**src/rtl/vram_console.sv**
```systemverilog
// vram_console: cursor-driven text writer for VRAM port A of the 30x17 text card.
// Define VRAM_CONSOLE_ATTR_ESC_EN to make 0x1B load the next byte as the current attribute.
module vram_console #(
    parameter int         COLS         = 30,
    parameter int         ROWS         = 17,
    parameter logic [7:0] DEFAULT_ATTR = 8'h17,
    parameter logic [7:0] BLANK_CHR    = 8'h20
) (
    input  logic        clk_i,
    input  logic        rstn_i,
    input  logic [7:0]  chr_i,
    input  logic        chr_valid_i,
    output logic        chr_ready_o,
    output logic        vram_cea_o,
    output logic [10:0] vram_ada_o,
    output logic [7:0]  vram_din_o,
    output logic [4:0]  cursor_row_o,
    output logic [4:0]  cursor_col_o,
    output logic        busy_o
);
    typedef enum logic [2:0] {IDLE, WR_CHR, WR_ATTR, CLR_ROW, CLR_SCR, ESC} state_t;
    localparam logic [4:0] CMAX = 5'(COLS - 1);
    localparam logic [4:0] RMAX = 5'(ROWS - 1);
`ifdef VRAM_CONSOLE_ATTR_ESC_EN
    localparam bit ESC_EN = 1'b1;
`else
    localparam bit ESC_EN = 1'b0;
`endif
    state_t      s, s_n;
    logic [4:0]  row_n, col_n, nl_row;
    logic [7:0]  attr, attr_n, din_n;
    logic [10:0] ada_n;
    logic        cea_n, rdy_n;
    always_comb begin
        s_n    = s;
        row_n  = cursor_row_o;
        col_n  = cursor_col_o;
        attr_n = attr;
        cea_n  = 1'b0;
        ada_n  = vram_ada_o;
        din_n  = vram_din_o;
        nl_row = (cursor_row_o == RMAX) ? 5'd0 : cursor_row_o + 5'd1;
        case (s)
            IDLE: if (chr_valid_i) begin
                if (chr_i == 8'h0D) col_n = 5'd0;
                else if (chr_i == 8'h08) col_n = (cursor_col_o != 5'd0) ? cursor_col_o - 5'd1 : cursor_col_o;
                else if (chr_i == 8'h0A) begin
                    row_n = nl_row;
                    s_n   = CLR_ROW;
                    cea_n = 1'b1;
                    ada_n = {nl_row, 5'd0, 1'b0};
                    din_n = BLANK_CHR;
                end else if (chr_i == 8'h0C) begin
                    s_n   = CLR_SCR;
                    cea_n = 1'b1;
                    ada_n = 11'd0;
                    din_n = BLANK_CHR;
                end else if (ESC_EN && chr_i == 8'h1B) s_n = ESC;
                else begin
                    s_n   = WR_CHR;
                    cea_n = 1'b1;
                    ada_n = {cursor_row_o, cursor_col_o, 1'b0};
                    din_n = chr_i;
                end
            end
            ESC: if (chr_valid_i) begin
                attr_n = chr_i;
                s_n    = IDLE;
            end
            WR_CHR: begin
                s_n   = WR_ATTR;
                cea_n = 1'b1;
                ada_n = {cursor_row_o, cursor_col_o, 1'b1};
                din_n = attr;
            end
            WR_ATTR: if (cursor_col_o != CMAX) begin
                col_n = cursor_col_o + 5'd1;
                s_n   = IDLE;
            end else begin
                col_n = 5'd0;
                row_n = nl_row;
                s_n   = CLR_ROW;
                cea_n = 1'b1;
                ada_n = {nl_row, 5'd0, 1'b0};
                din_n = BLANK_CHR;
            end
            default: begin
                // ada holds the cell just written; a clear with cea low is the post-reset start
                cea_n = 1'b1;
                din_n = BLANK_CHR;
                if (!vram_cea_o) ada_n = 11'd0;
                else if (!vram_ada_o[0]) begin
                    ada_n = {vram_ada_o[10:1], 1'b1};
                    din_n = attr;
                end else if (vram_ada_o[5:1] != CMAX) ada_n = {vram_ada_o[10:6], vram_ada_o[5:1] + 5'd1, 1'b0};
                else if (s == CLR_SCR && vram_ada_o[10:6] != RMAX) ada_n = {vram_ada_o[10:6] + 5'd1, 5'd0, 1'b0};
                else begin
                    cea_n = 1'b0;
                    din_n = vram_din_o;
                    s_n   = IDLE;
                    row_n = (s == CLR_SCR) ? 5'd0 : row_n;
                    col_n = (s == CLR_SCR) ? 5'd0 : col_n;
                end
            end
        endcase
        rdy_n = (s_n == IDLE) || (s_n == ESC);
    end
    always_ff @(posedge clk_i) begin
        if (!rstn_i) begin
            s            <= CLR_SCR;
            attr         <= DEFAULT_ATTR;
            vram_cea_o   <= 1'b0;
            vram_ada_o   <= 11'd0;
            vram_din_o   <= 8'd0;
            chr_ready_o  <= 1'b0;
            busy_o       <= 1'b1;
            cursor_row_o <= 5'd0;
            cursor_col_o <= 5'd0;
        end else begin
            s            <= s_n;
            attr         <= attr_n;
            vram_cea_o   <= cea_n;
            vram_ada_o   <= ada_n;
            vram_din_o   <= din_n;
            chr_ready_o  <= rdy_n;
            busy_o       <= !rdy_n;
            cursor_row_o <= row_n;
            cursor_col_o <= col_n;
        end
    end
endmodule

```
**config.mk**
```make
export PLATFORM = sky130hd
export DESIGN_NAME = vram_console
export DESIGN_NICKNAME = d
export VERILOG_FILES = /design/src/rtl/vram_console.sv
export SDC_FILE = /design/constraint.sdc
export NUM_CORES = 1
export LEC_CHECK = 0
export CORE_MARGIN = 8
export CORE_UTILIZATION = 45
export DETAILED_ROUTE_END_ITERATION = 16
export GPL_TIMING_DRIVEN = 0
export MAX_ROUTING_LAYER = met4
export PLACE_DENSITY = 0.73
export SYNTH_ARGS = -nofsm -noshare
export SYNTH_HDL_FRONTEND = slang
export SYNTH_SLANG_ARGS = --single-unit
```
**constraint.sdc**
```tcl
create_clock -name clk_i -period 2.34 [get_ports clk_i]
set_input_delay 0.351 -clock clk_i [delete_from_list [all_inputs] [get_ports clk_i]]
set_output_delay 0.351 -clock clk_i [all_outputs]
set_load 0.05 [all_outputs]
```
After elaboration in Yosys (flattened, before gate mapping)
Index checks and enable logic that the tools add are counted.
Word-level totals
  bits in registers: 43
  output and inout bits: 32
  word-level logic and storage cells: 123
  bits of input ports: 11
Operators by class
  eq/ne operators: 27
  mux-type cells: 61
  $add $sub $neg: 5
  reductions and logical operators: 17
  bitwise gates (word level): 2
Operators with widths (number)
  $mux W11: 10
  $mux W5: 16
  $mux W8: 10
  $pmux W11 S4: 1
  $eq A8 B4 Y1 const B: 4
  $pmux W8 S4: 1
  $mux W3: 10
  $pmux W5 S3: 2
  $add A5 B1 Y5 const B: 4
  $ne A5 B5 Y1 const B: 3
  $pmux W3 S4: 1
  $reduce_and A11 Y1: 1
  $ne A2 B2 Y1 const B: 5
  $ne A5 B1 Y1 const B: 2
  $eq A3 B3 Y1 const B: 3
  $reduce_and A9 Y1: 1
  $reduce_bool A3 Y1: 3
  $mux W1: 8
  $reduce_and A8 Y1: 1
  $ne A7 B2 Y1 const B: 1
  $reduce_and A7 Y1: 1
  $logic_not A3 Y1: 2
  $ne A3 B1 Y1 const B: 2
  $ne A3 B3 Y1 const B: 2
  other kinds (17): 18

Depth between registers and ports, before layout
Gate-level depths: netlist of the first run.
  depth in word-level cells: 10
  gate-level depth with buffers: 10
  gate-level depth less buffers: 8

Worst setup path before layout of the first run
Ideal clock, no wire load.
  path type: reg-to-reg
  from: register cursor_col_o[0]
  to: register vram_din_o[5]
  clock period less this slack: 2.433 ns
  path buffers: 2
  arrival time: 2.358 ns
  cell stages (with the launch flop): 10
  required time: 2.266 ns
  library setup time: 0.074 ns
  path slack: -0.093 ns
  cell sequence: dfxtp_1 ha_1 nand4_1 and3_1 a311o_1 buf_4 a31oi_4 buf_6 o2111ai_1 o21ai_0
On the way
  word-level cells in the longest chain between the ends: 3
Ends and longest elaborated chain
  start: declaration: line 18  | output logic [4:0] cursor_col_o,
  start signal: assignment: line 128  | cursor_col_o <= col_n;
  $ne A5 B5 Y1: line 76  | WR_ATTR: if (cursor_col_o != CMAX) begin
  $ne A2 B2 Y1 (no line)
  $reduce_and A6 Y1 (no line)
  end signal: assignment: line 124  | vram_din_o <= din_n;
  end: declaration: line 16  | output logic [7:0] vram_din_o,
Every way passes these cells.
A chain may end at the register's enable or synchronous reset.

Final worst setup path of the first run
  from: register cursor_col_o[1]
  to: register vram_din_o[3]
The elaborated chain is that of the path after synthesis.

==> results.sh, run 1 <==
export IMPL_status="finished, final reports clean"
export IMPL_critPathMaxFanout=9
export IMPL_crit_type="reg -> reg"
export IMPL_cp_required_ns=2.55
export IMPL_start_util_pct=45.7
export IMPL_antenna_left=0
export IMPL_wl_per_cell_um=16.8
export IMPL_end_kind="register"
export IMPL_cts_tree="yes"
export IMPL_dr_wl_met2_mm=3.48
export IMPL_r2r_cells=10
export IMPL_gp_congestion=0.934
export IMPL_worst_path_max_delay_cell="dfxtp_2"
export IMPL_min_period_over_period_pct=93.0
export IMPL_period_minus_slack_ns=2.18
export IMPL_clk_latency_ns=0.30
export IMPL_routed_wl_met3_um=541
export IMPL_drc_errors=0
export IMPL_clock_fmax_mhz=460
export IMPL_yosysSeqAreaShare_pct=32.2
export IMPL_rows=28
export IMPL_skew_ns=0.00968
export IMPL_synth_cells=342
export IMPL_stdcell_count=466
export IMPL_io_buffers=40
export IMPL_nets=411
export IMPL_grt_pass1_wl_mm=13.0
export IMPL_min_path_cells=3
export IMPL_via_per_inst=6.00
export IMPL_clockBufferDepth=2
export IMPL_ir_drop_uv=266
export IMPL_cp_start_kind="register"
export IMPL_max_cap_violations=0
export IMPL_finalPower_uw=1580
export IMPL_power_density_mw_per_mm2=467
export IMPL_dp_hpwl_mm=5.77
export IMPL_die_area_mm2=0.00867
export IMPL_core_area_mm2=0.00585
export IMPL_drt_pass1_iterations=5
export IMPL_synth_seq_cells=43
export IMPL_synth_area_mm2=0.00268
export IMPL_synth_area_per_cell_um2=7.82
export IMPL_grt_overflow_total=0
export IMPL_wl_met1_mm=3.65
export IMPL_synth_edf_count=0
export IMPL_antenna_found_initial=0
export IMPL_highest_layer="met4"
export IMPL_cts_sinks=43
export IMPL_die_w_um=93.1
export IMPL_yosysWarningCount=0
export IMPL_vias=2797
export IMPL_syn2layout_area_growth_pct=26.4
export IMPL_maxSlewHeadroom_pct=45.6
export IMPL_fin_tns_setup_ns=0
export IMPL_critPathTopFamily="compound AO/OA/AOI/OAI gates"
export IMPL_synth_nets=363
export IMPL_finalSetupViolations=0
export IMPL_die_h_um=93.1
export IMPL_grt_max_degree=15
export IMPL_arrival_ns=2.39
export IMPL_hold_viol_final=0
export IMPL_tightest_slew_ns=0.810
export IMPL_hold_path_class="in -> reg"
export IMPL_clkSlewWorstSetupHoldPaths_ns=0.09
export IMPL_num_io_pins=43
export IMPL_synth_cell_types=63
export IMPL_leakage_uw=0.00119
export IMPL_synth_ff_type="dfxtp_1"
export IMPL_cp_num_cells=10
export IMPL_fin_area_mm2=0.00338
export IMPL_drive_gt1_share_pct=8.95
export IMPL_grtUsageTotal_pct=18.7
export IMPL_drt_iter0_markers=372
export IMPL_cts_made_buffers=5
export IMPL_fin_ws_ns=0.164
export IMPL_synthArstFlopShare_pct=0
export IMPL_drv_slew=0
export IMPL_ctsHtreeMaxLevel=2
export IMPL_drt_total_wl_mm=7.85
export IMPL_diodes=0
export IMPL_root_buffer="clkbuf_8"
export IMPL_pre_cts_slack_ns=-0.483
export IMPL_dpl_cell_area_mm2=0.00317
export IMPL_cp_cell_sequence="inv_2 -> ha_1 -> nand4_1 -> and3_4 -> a311o_1 -> buf_6 -> a31oi_4 -> buf_12 -> nor2_1 -> a211oi_1"
export IMPL_first_global_vias=2580
export IMPL_critical_path_buf_inv_count=3
export IMPL_cts_hold_buf=0
export IMPL_placed_cells=457
export IMPL_critPathMaxStageDelay_ns=0.39
==> layout by cell type, fill, tap and decap left out, types with 6 or more instances in the layout <==
cell type and instances:
a21oi_1 30, nand3_1 18, o21ai_0 17, clkdlybuf4s50_1 36, xnor2_1 6, dfxtp_1 41
nand2_1 36, a211oi_1 14, nor2_1 30, inv_1 17, ha_1 10, clkbuf_1 11
==> through the flow <==
step / hold slack [ns] / utilization, %
after detailed placement: 0.445 / 54.2
after global routing: 0.376 / 57.8
final: 0.368 / 57.8
after global placement: 0.438 / 54.2
after floorplan: 0.431 / -
after CTS: 0.397 / 57.0
==> cells by family (layout without fill, tap and decap cells) <==
| group | after synthesis | count (layout) | share of synthesized area (%) |
|---|---|---|---|
| xor gates and xnor gates | 10 | 10 | 3.27 |
| buffers and inverters | 34 | 83 | 5.29 |
| DFF | 43 | 43 | 32.2 |
| and+or+nand+nor | 137 | 137 | 26.9 |
| AOI/OAI and AO/OA | 108 | 108 | 27.7 |
| adders and majority gates | 10 | 10 | 4.68 |
==> layer usage <==
layer | track usage, % | up-vias
li1 | - | 1361
met1 | 25.2 | 1302
met2 | 27.4 | 115
met3 | 3.45 | 19
met4 | 6.31 | 0
met5 | - | -
==> layout make-up <==
cell class | instances | area, µm²
Inverter | 18 | 67.6
Clock inverter | 3 | 43.8
Tap cell | 75 | 93.8
Timing Repair Buffer | 41 | 430
Fill cell | 559 | 2470
Sequential cell | 43 | 863
Clock buffer | 5 | 68.8
Buffer | 16 | 78.8
Multi-Input combinational cell | 265 | 1730
==> worst reg2reg max path, cell delays in order (launching register included) <==
cell and delay [ns]:
dfxtp_2 0.39, inv_2 0.09, ha_1 0.16, nand4_1 0.14, and3_4 0.24, a311o_1 0.33, buf_6 0.15, a31oi_4 0.20
buf_12 0.14, nor2_1 0.04, a211oi_1 0.22
==> state kept, by name, summed over array words and instances (netlist names) <==
signal / flops
cursor_col_o: 5
cursor_row_o: 5
chr_ready_o: 1
busy_o: 1
vram_cea_o: 1
vram_ada_o: 11
s: 3
attr: 8
vram_din_o: 8
==> synthesized netlist by cell type (3+ instances only) <==
master    number  area share, %
nor2_2         3           0.70
o21ai_0       19            3.6
o22ai_1        3           0.70
a32oi_1        3           0.98
nor3_1         6            1.1
nand2b_1       5            1.2
a211oi_1      14            3.9
and2_1         5            1.2
nand4_1        4           0.94
dfxtp_1       43             32
a21oi_1       30            5.6
o211ai_1       4            1.1
nand3_1       18            3.4
nor2_1        30            4.2
xnor2_1        6            2.0
clkbuf_1      11            1.5
nor3b_1        3           0.84
a211o_1        3           0.98
or2_2          3           0.70
nand2_1       36            5.1
ha_1          10            4.7
and4_1         3           0.98
nor4b_1        3           0.98
or3_1          4           0.94
a22oi_1        4            1.1
xor2_1         4            1.3
inv_1         18            2.5
==> power breakdown <==
| part | switching (µW) | total (µW) | leakage [µW] | internal [µW] |
|---|---|---|---|---|
| combinational | 142 | 215 | 0.000777 | 72.4 |
| sequential | 18.6 | 766 | 0.000351 | 747 |
| clock | 279 | 597 | 0.0000581 | 318 |
==> repair_timing <==
| item | 4_1_cts | 5_1_grt |
|---|---|---|
| cloned | 0 | 0 |
| gates resized for setup | 5 | 16 |
| setup buffers | 1 | 0 |
| pin swaps | 0 | 4 |
| endpoints found under the setup margin | 9 | 28 |
==> final timing paths <==
check,from,end,slack [ns]
worst max-delay path,cursor_col_o[1]$_SDFFE_PN0P_,vram_din_o[3]$_SDFFE_PN0P_,0.16
worst max register to register,cursor_col_o[1]$_SDFFE_PN0P_,vram_din_o[3]$_SDFFE_PN0P_,0.16
worst min register to register,attr[5]$_SDFFE_PN0P_,attr[5]$_SDFFE_PN0P_,0.46
worst min-delay path,chr_i[3],attr[3]$_SDFFE_PN0P_,0.37
Note: power is estimated with default switching activity, not from simulation.
==> run 2, diff against run 1 <==
--- a/config.mk
+++ b/config.mk
@@ -7,6 +7,7 @@
 export LEC_CHECK = 0
 export CORE_MARGIN = 8
 export CORE_UTILIZATION = 45
+export CTS_CLUSTER_DIAMETER = 40
 export DETAILED_ROUTE_END_ITERATION = 16
 export GPL_TIMING_DRIVEN = 0
 export MAX_ROUTING_LAYER = met4
==> results of run 2 <==
No change in the layout: final DEF, timing and power equal those of run 1.
